**src/rtl/key_filter_4.sv**
```systemverilog
// -----------------------------------------------------------------------------
// key_filter_4
//
// Four-key front end for the board's raw push-buttons. Each active-low key is
// brought into the sys_clk domain through a two-flop synchroniser, then
// debounced by its own four-state filter with a 25-bit stability counter. The
// block reports a clean pressed level, one-cycle press/release pulses, and a
// registered key index with a valid strobe for the mode/control logic.
//
// Parameters:
//   CNT_MAX    - a key must be stable for CNT_MAX+1 cycles to change state
//   REPEAT_MAX - auto-repeat period minus one (only with KEY_REPEAT_EN)
//
// Ports:
//   sys_clk     in   1  system clock, rising edge
//   sys_rst     in   1  synchronous active-high reset
//   key_in      in   4  raw key pins, active-low, asynchronous to sys_clk
//   key_level   out  4  debounced state, 1 = pressed
//   key_press   out  4  one-cycle pulse per key on debounced press
//   key_release out  4  one-cycle pulse per key on debounced release
//   key_code    out  2  lowest-numbered key that pulsed key_press last cycle
//   key_valid   out  1  one-cycle strobe qualifying key_code
//
// Build option:
//   KEY_REPEAT_EN - when defined, a held key re-pulses key_press every
//                   REPEAT_MAX+1 cycles. When undefined the repeat counters
//                   are not built at all.
// -----------------------------------------------------------------------------
module key_filter_4 #(
  parameter logic [24:0] CNT_MAX    = 25'd999_999,
  parameter logic [24:0] REPEAT_MAX = 25'd24_999_999
) (
  input  logic       sys_clk,
  input  logic       sys_rst,
  input  logic [3:0] key_in,
  output logic [3:0] key_level,
  output logic [3:0] key_press,
  output logic [3:0] key_release,
  output logic [1:0] key_code,
  output logic       key_valid
);

  typedef enum logic [1:0] {
    IDLE    = 2'd0,
    FILT_DN = 2'd1,
    DOWN    = 2'd2,
    FILT_UP = 2'd3
  } state_t;

  // ---------------------------------------------------------------------------
  // Two-flop synchroniser; plain flop chain, nothing combinational in front of
  // the second stage. Reset value is "released".
  // ---------------------------------------------------------------------------
  logic [3:0] sync1_q;
  logic [3:0] sync2_q;

  always_ff @(posedge sys_clk) begin
    if (sys_rst) begin
      sync1_q <= 4'b1111;
      sync2_q <= 4'b1111;
    end else begin
      sync1_q <= key_in;
      sync2_q <= sync1_q;
    end
  end

  // ---------------------------------------------------------------------------
  // Per-key debounce filters
  // ---------------------------------------------------------------------------
  logic [3:0] press_vec;

  genvar gi;
  generate
    for (gi = 0; gi < 4; gi++) begin : g_key
      state_t      state_q,   state_d;
      logic [24:0] cnt_q,     cnt_d;
      logic        level_q,   level_d;
      logic        press_q,   press_d;
      logic        release_q, release_d;
      logic        key_s;

      assign key_s = sync2_q[gi];

`ifdef KEY_REPEAT_EN
      logic [24:0] rpt_q, rpt_d;
      logic        held_now;
      logic        held_next;

      assign held_now  = (state_q == DOWN) || (state_q == FILT_UP);
      assign held_next = (state_d == DOWN) || (state_d == FILT_UP);
`endif

      always_comb begin
        state_d   = state_q;
        cnt_d     = cnt_q;
        level_d   = level_q;
        press_d   = 1'b0;
        release_d = 1'b0;

        case (state_q)
          IDLE: begin
            if (!key_s) begin
              state_d = FILT_DN;
              cnt_d   = 25'd0;
            end
          end

          FILT_DN: begin
            if (key_s) begin
              // bounce: fall back without reporting anything
              state_d = IDLE;
              cnt_d   = 25'd0;
            end else if (cnt_q == CNT_MAX) begin
              state_d = DOWN;
              cnt_d   = 25'd0;
              level_d = 1'b1;
              press_d = 1'b1;
            end else begin
              cnt_d = cnt_q + 25'd1;
            end
          end

          DOWN: begin
            if (key_s) begin
              state_d = FILT_UP;
              cnt_d   = 25'd0;
            end
          end

          FILT_UP: begin
            if (!key_s) begin
              state_d = DOWN;
              cnt_d   = 25'd0;
            end else if (cnt_q == CNT_MAX) begin
              state_d   = IDLE;
              cnt_d     = 25'd0;
              level_d   = 1'b0;
              release_d = 1'b1;
            end else begin
              cnt_d = cnt_q + 25'd1;
            end
          end

          default: begin
            state_d = IDLE;
            cnt_d   = 25'd0;
          end
        endcase

`ifdef KEY_REPEAT_EN
        // Repeat timer: restarts on every entry to DOWN, runs while the key is
        // held (DOWN/FILT_UP). A repeat is only issued when the key stays held
        // on this edge, so it can never coincide with the release pulse.
        rpt_d = rpt_q;
        if ((state_d == DOWN) && (state_q != DOWN)) begin
          rpt_d = 25'd0;
        end else if (held_now && held_next) begin
          if (rpt_q == REPEAT_MAX) begin
            rpt_d   = 25'd0;
            press_d = 1'b1;
          end else begin
            rpt_d = rpt_q + 25'd1;
          end
        end else begin
          rpt_d = 25'd0;
        end
`endif
      end

      always_ff @(posedge sys_clk) begin
        if (sys_rst) begin
          state_q   <= IDLE;
          cnt_q     <= 25'd0;
          level_q   <= 1'b0;
          press_q   <= 1'b0;
          release_q <= 1'b0;
        end else begin
          state_q   <= state_d;
          cnt_q     <= cnt_d;
          level_q   <= level_d;
          press_q   <= press_d;
          release_q <= release_d;
        end
      end

`ifdef KEY_REPEAT_EN
      always_ff @(posedge sys_clk) begin
        if (sys_rst) begin
          rpt_q <= 25'd0;
        end else begin
          rpt_q <= rpt_d;
        end
      end
`endif

      assign key_level[gi]   = level_q;
      assign press_vec[gi]   = press_q;
      assign key_release[gi] = release_q;
    end
  endgenerate

  assign key_press = press_vec;

  // ---------------------------------------------------------------------------
  // Encoder: one cycle behind key_press, lowest index wins, code holds when
  // nothing is pressed.
  // ---------------------------------------------------------------------------
  logic [1:0] code_q, code_d;
  logic       valid_q, valid_d;

  always_comb begin
    valid_d = |press_vec;
    code_d  = code_q;
    if (press_vec[0]) begin
      code_d = 2'd0;
    end else if (press_vec[1]) begin
      code_d = 2'd1;
    end else if (press_vec[2]) begin
      code_d = 2'd2;
    end else if (press_vec[3]) begin
      code_d = 2'd3;
    end
  end

  always_ff @(posedge sys_clk) begin
    if (sys_rst) begin
      code_q  <= 2'd0;
      valid_q <= 1'b0;
    end else begin
      code_q  <= code_d;
      valid_q <= valid_d;
    end
  end

  assign key_code  = code_q;
  assign key_valid = valid_q;

endmodule

```
**config.mk**
```make
export PLATFORM = sky130hd
export DESIGN_NAME = key_filter_4
export DESIGN_NICKNAME = d
export VERILOG_FILES = /design/src/rtl/key_filter_4.sv
export SDC_FILE = /design/constraint.sdc
export NUM_CORES = 1
export LEC_CHECK = 0
export CORE_MARGIN = 2
export CORE_UTILIZATION = 60
export DETAILED_ROUTE_END_ITERATION = 10
export GPL_ROUTABILITY_DRIVEN = 0
export PLACE_DENSITY = 0.79
export SKIP_CTS_REPAIR_TIMING = 1
export SLEW_MARGIN = 20
export SYNTH_ARGS = -nofsm -noshare
export SYNTH_HDL_FRONTEND = slang
export SYNTH_SLANG_ARGS = --single-unit
```
**constraint.sdc**
```tcl
create_clock -name sys_clk -period 2.3 [get_ports sys_clk]
set_clock_uncertainty 0.05 [all_clocks]
set_input_delay 0.345 -clock sys_clk [delete_from_list [all_inputs] [get_ports sys_clk]]
set_output_delay 0.345 -clock sys_clk [all_outputs]
set_load 0.03 [all_outputs]
```
Word-level counts from Yosys, hierarchy flattened --
Index checks and enable logic that the tools add are counted.
Cells by class: $add $sub $neg 4, equal/unequal tests 48, multiplexer cells 79, bitwise gates (word level) 12, reductions and logical operators 33
Operators with widths (count):
- 25-bit 2-to-1 mux | 20
- 25-bit case mux with 4 select lines | 4
- 25-bit by 1-bit adder with 25-bit output (second input constant) | 4
- 25-bit by 20-bit == test with 1-bit output (second input constant) | 4
- 2-bit 2-to-1 mux | 26
- 2-bit inequality test (second input constant) | 24
- 2-bit case mux with 4 select lines | 4
- 3-bit OR reduction | 9
- 3-bit inequality test (second input constant) | 8
- 1-bit 2-to-1 mux | 21
- 5-bit AND reduction | 4
- 2-bit == test (second input constant) | 8
- 4-bit AND reduction | 4
- 1-bit NOT | 12
- 2-bit nonzero test | 5
- 2-bit by 1-bit == test with 1-bit output (second input constant) | 4
- 2-bit zero test | 4
- 1-bit case mux with 2 select lines | 4
- 2-bit AND reduction | 4
- 4-bit OR reduction | 1
- 3-bit nonzero test | 1
- 2-bit OR reduction | 1
Storage, ports and cells: register bits 131, input bits 6, output and inout port bits 15, logic and storage cells 201

Longest topological paths before layout --
Gate-level depths: netlist of the first run.
depth in word-level cells 4, depth in mapped cells 8, mapped depth without buffers 6

Worst setup path after synthesis of the first run --
No wires, ideal clock.
kind flip-flop to flip-flop, start register g_key[1].cnt_q[0], end register g_key[1].cnt_q[21], setup time 0.120 ns, data arrival time 1.906 ns, required time 2.130 ns, slack 0.224 ns, cell stages (with the launch flop) 9, path buffers 2, period minus slack after synthesis 2.076 ns, cells stage by stage dfxtp_1 -> ha_1 -> nand3_1 -> nor4_1 -> a211oi_1 -> buf_2 -> buf_2 -> a32oi_1 -> nand2_1
Between the ends: word-level cells in the longest chain between the ends 4, elaborated cells between the ends (all ways) 6, those cells by class add/sub (1); eq/ne (1); mux (4)
RTL lines:
- start: declaration | line 76 | logic [24:0] cnt_q, cnt_d;
- start signal: assignment | line 179 | cnt_q <= cnt_d;
- 25-bit by 1-bit adder with 25-bit output / 25-bit by 20-bit == test with 1-bit output (equally long branches)
- 25-bit 2-to-1 mux * | line 113, 134
- 25-bit 2-to-1 mux (on tied branches) | line 131, 109
- 25-bit case mux with 4 select lines * | line 100 | case (state_q)
Every way passes the cells marked *; elsewhere a longest branch is shown, timed or not. A chain may end at the register's enable or synchronous reset.

Final worst setup path of the first run --
start register g_key[3].cnt_q[10], end register g_key[3].level_q
Between the ends: word-level cells in the longest chain between the ends 3, elaborated cells between the ends (all ways) 4, those cells by class eq/ne (3); reduce/logical (1)
RTL lines:
- start: declaration | line 76
- start signal: assignment | line 179
- 25-bit by 20-bit == test with 1-bit output * | line 113, 134
- 2-bit inequality test (no source line)
- 5-bit AND reduction (no source line) *
- end signal: assignment | line 180 | level_q <= level_d;
- end: declaration | line 77 | logic level_q, level_d;
Marked as above.

==> flow_metrics.tcl, run 1 <==
set metrics [dict create \
    syn_area_sq_um 6101 \
    hp-class "primary input to flop" \
    final_nets 733 \
    area_growth_pct 14.56 \
    synth_compound_area_share_pct 9.516 \
    setup_violations 0 \
    cts_tree "done" \
    synth_edf_count 0 \
    synth_seq_cells 131 \
    worstPathMaxFanout 7 \
    insertion_delay_ps 530 \
    pwr-share-comb_pct 3.3 \
    synthTopCellsByArea "dfxtp_1 43%, nor2_1 6.5%, xor2_1 6.3%, xnor2_1 4.3%, nand2_1 3.9%" \
    top_layer "met4" \
    path_clk_slew_ps 60 \
    clockPowerShare_pct 52.2 \
    crit_path_cell_trace "nor4_2 > nand4_1 > or4_1 > or4_1 > nand3_1" \
    min_from "sys_rst" \
    synth_top_family_by_area "simple AND/OR/NAND/NOR gates" \
    io_buffers 20 \
    met1_length_mm 5.962 \
    htreeDepth 4 \
    finalCritPeriodShare_pct 93.08 \
    grt.total_usage_pct 25.98 \
    antenna_found_initial 0 \
    path_buf_inv 0 \
    wl_mm 13.50 \
    synth-async-reset-ratio_pct 0 \
    drv_slew 0 \
    timing.rr.start "g_key[3].cnt_q[10]" \
    dieHeight_microns 104.8 \
    tightest_slew_ps 725.3 \
    wl_per_cell_microns 15.56 \
    p_seq_share_pct 44.4 \
    num_vias 5166 \
    max_stage_delay_ps 640 \
    synth_area_per_cell_sq_um 8.605 \
    dp_slack_ps 91.87 \
    crit_start "g_key[3].cnt_q[10]" \
    yosys.area.top_type "dfxtp_1" \
    grt_overflow_total 0 \
    yosys.area.top_type_share_pct 42.99 \
    p_sw_share_pct 22.84 \
    wl_met2_mm 6.805 \
    dieArea_sq_um 10990 \
    critPathLaunchType "flop" \
    p_per_area_nw_per_um2 743.3 \
    crit_required_ps 2720 \
    ant_nets 0 \
    layout-drive-gt1-share_pct 9.524 \
    min_period_ps 2141 \
    p_int_mw 4.009 \
    leakage_nw 2.375 \
    ys.flop_type "dfxtp_1" \
    synthSimpleGateAreaFrac_pct 30.21 \
    ys_warn_count 0 \
    seq_area_frac_synth_pct 42.99 \
    clkSinkCount 131 \
    start_util_pct 62.13 \
    synthAdderAreaFrac_pct 0.8203 \
    die_x_microns 104.8 \
    synthDistinctLibCells 61 \
    synth_nets 719 \
    maxCapViolations 0 \
    cts_buffers 17 \
    vdd_drop_max_mv 0.5720 \
    yosys-top-cells-count "131 x dfxtp_1, 106 x nor2_1, 63 x nand2_1, 44 x xor2_1, 39 x nand3_1" \
    tns_ps 0 \
    critPathTopFamily "simple AND/OR/NAND/NOR gates" \
    syn_inst 709 \
    critPathSlowestCell "or4_1" \
    dp_hpwl_mm 8.844 \
    rsz0062_at_grt "no" \
    setup_ws_ps 159.1 \
    drtIter0Drc 253 \
    synthMuxAreaShare_pct 1.169 \
    via_per_inst 5.952 \
    io_pins 21 \
    cts_max_path_buffers 2 \
    grt_max_degree 40 \
    crit_path_end_kind "flop" \
    cp.arrival_ps 2560 \
    r2r_cells 5 \
    clock.fmax_mhz 467.1 \
    hold_viol 0 \
    relSlewSlack_pct 51.44 \
    coreArea_sq_um 9819 \
    worst-path-stages 5 \
    status "completed" \
    rows 36 \
    grt_pass1_wl_mm 23.36 \
    first_global_vias 5053 \
    crit_path_frequent_cell "or4_1" \
    p_switching_mw 1.186 \
    crit_type "flop to flop" \
    n_antenna_cell 0 \
    drc 0 \
    min_path_cells 2 \
    clock-root-buffer "clkbuf_8" \
    route.met3.wl_microns 487 \
    first_pass_iters 5 \
    yosysMostFrequentCell "dfxtp_1" \
    synth_xor_area_share_pct 10.62 \
]
[per-layer routing]
metal | global-route usage [%] | vias up
met1 | 32.06 | 2467
met5 | 0 | -
met2 | 43.74 | 113
met3 | 5.178 | 29
met4 | 11.81 | 0
li1 | - | 2557
[final timing paths]
path / end / slack [ps]
max: g_key[3].level_q / 160
min: g_key[1].cnt_q[0] / 120
min reg2reg: sync2_q[0] / 360
max reg2reg: g_key[3].level_q / 160
[flip-flops by register name, summed over array words and instances, names as in the netlist, named ones only]
name             count
g_key.cnt_q        100
g_key.level_q        4
g_key.press_q        4
g_key.release_q      4
g_key.state_q        4
key_code             2
key_valid            1
sync1_q              4
sync2_q              4
[power by group through the flow]
| stage | clock network [mW] | logic, mW | registers [mW] |
|---|---|---|---|
| after floorplan | 0 | 0.130 | 2.35 |
| after global placement | 0 | 0.165 | 2.36 |
| after detailed placement | 0 | 0.170 | 2.36 |
| after CTS | 2.75 | 0.172 | 2.31 |
| after global routing | 2.85 | 0.187 | 2.31 |
| final | 2.71 | 0.172 | 2.31 |
[per-stage QoR]
stage	hold slack [ps]	utilization [%]	instance area, sq um	total power, mW	instances
after floorplan	339.5	-	6101	2.480	709
after global placement	342.0	65.04	6386	2.523	837
after detailed placement	349.8	65.04	6386	2.529	837
after CTS	110.4	71.08	6979	5.227	868
after global routing	126.8	71.18	6989	5.350	868
final	123.4	71.18	6989	5.195	868
[final cells by class]
class | instances | area (sq um)
clock buffer | 17 | 414.1
clock inverter | 14 | 178.9
fill | 776 | 2830
inverter | 19 | 71.32
multi-input combinational | 519 | 3216
sequential | 131 | 2623
tap | 133 | 166.4
timing repair buffer | 35 | 320.3
[cell families after synthesis]
| group | after synthesis |
|---|---|
| muxes | 7 |
| DFF | 131 |
| and+or+nand+nor | 358 |
| xor gates and xnor gates | 74 |
| AOI/OAI and AO/OA | 76 |
| buffers and inverters | 59 |
| adders and majority gates | 4 |
[worst reg2reg max path: stages, from the launching register on]
cell     delay, ps
dfxtp_1        370
nor4_2         340
nand4_1        160
or4_1          640
or4_1          440
nand3_1         90
[cells in the final DEF, fill, tap and decap left out, types with 12 or more instances in the layout]
cell type,Yosys,routed
clkdlybuf4s50_1,0,19
nand4_1,37,37
inv_1,19,19
a21oi_1,13,13
nor2_1,106,106
a31oi_1,18,18
xnor2_1,30,30
nor3_1,25,25
nand3_1,39,39
xor2_1,44,44
and4_1,12,12
and3_1,14,14
dfxtp_1,131,131
clkbuf_16,0,16
buf_4,12,14
nand2_1,63,63
nor4_1,22,22
Power figures use the tool's default switching activity.
==> run 2: changes to the inputs <==
HOLD_SLACK_MARGIN = 0.15   (was unset)
==> flow_metrics.tcl, run 2 (synthesis gave the netlist of run 1 again) <==
set metrics [dict create \
    layout-drive-gt1-share_pct 9.511 \
    min_from "key_in[2]" \
    path_buf_inv 1 \
    finalInstanceArea_sq_um 6999 \
    instances_no_fill 869 \
    grt_max_degree 40 \
    status "completed" \
    finalCritPeriodShare_pct 93.22 \
    crit_type "flop to flop" \
    final_common_cell "dfxtp_1" \
    first_pass_iters 5 \
    clock-root-buffer "clkbuf_8" \
    rows 36 \
    grt_overflow_total 0 \
    critPathSlowestCell "o311ai_4" \
    clkSinkCount 131 \
    hold_viol 0 \
    wl_mm 13.53 \
    r2r_cells 6 \
    finalPower_mw 5.197 \
    timing.rr.start "g_key[0].cnt_q[14]" \
    cts_buffers 17 \
    insertion_delay_ps 530 \
    crit_path_end_kind "flop" \
    crit_start "g_key[0].cnt_q[14]" \
    rsz0062_at_grt "no" \
    coreArea_sq_um 9819 \
    leakage_nw 2.379 \
    cp.arrival_ps 2510 \
    htreeDepth 4 \
    p_per_area_nw_per_um2 742.6 \
    timing.hold.ws_ps 321.7 \
    final_cell_mix "131 x dfxtp_1, 106 x nor2_1, 63 x nand2_1" \
    relSlewSlack_pct 52.40 \
    crit_path_cell_trace "nor4bb_1 > nand4_1 > o311ai_4 > a21o_1 > buf_4 > nor2_1" \
    cts_tree "done" \
    dp_slack_ps 91.87 \
    cts_max_path_buffers 2 \
    final_core_util_pct 71.28 \
    vdd_drop_max_mv 0.5723 \
    io_buffers 20 \
    final_nets 734 \
    clock.fmax_mhz 466.4 \
    regMostFlops "g_key.cnt_q" \
    via_per_inst 5.969 \
    worstPathMaxFanout 21 \
    path_clk_slew_ps 70 \
    area_growth_pct 14.73 \
    min_to "sync1_q[2]" \
    tns_ps 0 \
    wl_per_cell_microns 15.57 \
    hp-class "primary input to flop" \
    crit_required_ps 2660 \
    drtIter0Drc 244 \
    num_vias 5187 \
    io_pins 21 \
    max_stage_delay_ps 470 \
    worst-path-stages 6 \
    dpl_cell_area_sq_um 6386 \
    r2r_slack_ps 160 \
    antenna_found_initial 0 \
    drv_slew 0 \
    dp_hpwl_mm 8.844 \
    timing.rr.end "g_key[0].cnt_q[23]" \
    critPathTopFamily "simple AND/OR/NAND/NOR gates" \
    critPathLaunchType "flop" \
    die_x_microns 104.8 \
    maxCapViolations 0 \
    ant_nets 0 \
    setup_violations 0 \
    min_period_ps 2144 \
    largest_reg_flops 100 \
    grt_pass1_wl_mm 23.36 \
    start_util_pct 62.13 \
    dieArea_sq_um 10990 \
    grt.total_usage_pct 25.98 \
    first_global_vias 5053 \
    min_path_cells 2 \
    n_antenna_cell 0 \
    drc 0 \
    dieHeight_microns 104.8 \
    setup_ws_ps 156.0 \
    dp_cells 837 \
    tightest_slew_ps 710.8 \
]
==> run 2: changes by cell type in the layout (fill, tap and decap cells not counted), sizes merged <==
cell	previous run	this run
dlygate4sd3	0	1
==> run 2: how the worst max path moves through the flow <==
stage / slack, ps / end
detailed placement: 90 / g_key[0].cnt_q[21]
finish: 160 / g_key[0].cnt_q[23]
CTS: 70 / g_key[0].cnt_q[21]
floorplan: 220 / g_key[1].cnt_q[21]
global route: 20 / g_key[0].cnt_q[12]
global placement: 230 / g_key[0].cnt_q[10]
==> run 2: layout make-up <==
| cell class | instances | area [sq um] |
|---|---|---|
| multi-input cells | 519 | 3216 |
| fillers | 775 | 2820 |
| flip-flops and latches | 131 | 2623 |
| clock buffers | 17 | 414.1 |
| repair buffers | 36 | 330.3 |
| clock inverters | 14 | 178.9 |
| well taps | 133 | 166.4 |
| inverters | 19 | 71.32 |
==> run 2: per-layer routing <==
metal,vias up,GRT usage [%],part of all wire [%]
li1,2557,-,-
met1,2477,32.06,44
met2,124,43.74,50
met3,29,5.178,4.0
met4,0,11.81,1.7
met5,-,0,0
==> run 2: power breakdown <==
part           switching [mW]  total (mW)  internal, mW  leakage (nW)
Combinational           0.114       0.174        0.0595          1.04
Sequential             0.0185        2.31          2.29          1.06
Clock                    1.05        2.71          1.66         0.282
Total                    1.19        5.20          4.01          2.38
==> run 2: worst reg2reg max path, cell delays in order (launching register included) <==
cell and delay (ps):
dfxtp_1 390, nor4bb_1 360, nand4_1 250, o311ai_4 470, a21o_1 170, buf_4 240
nor2_1 90
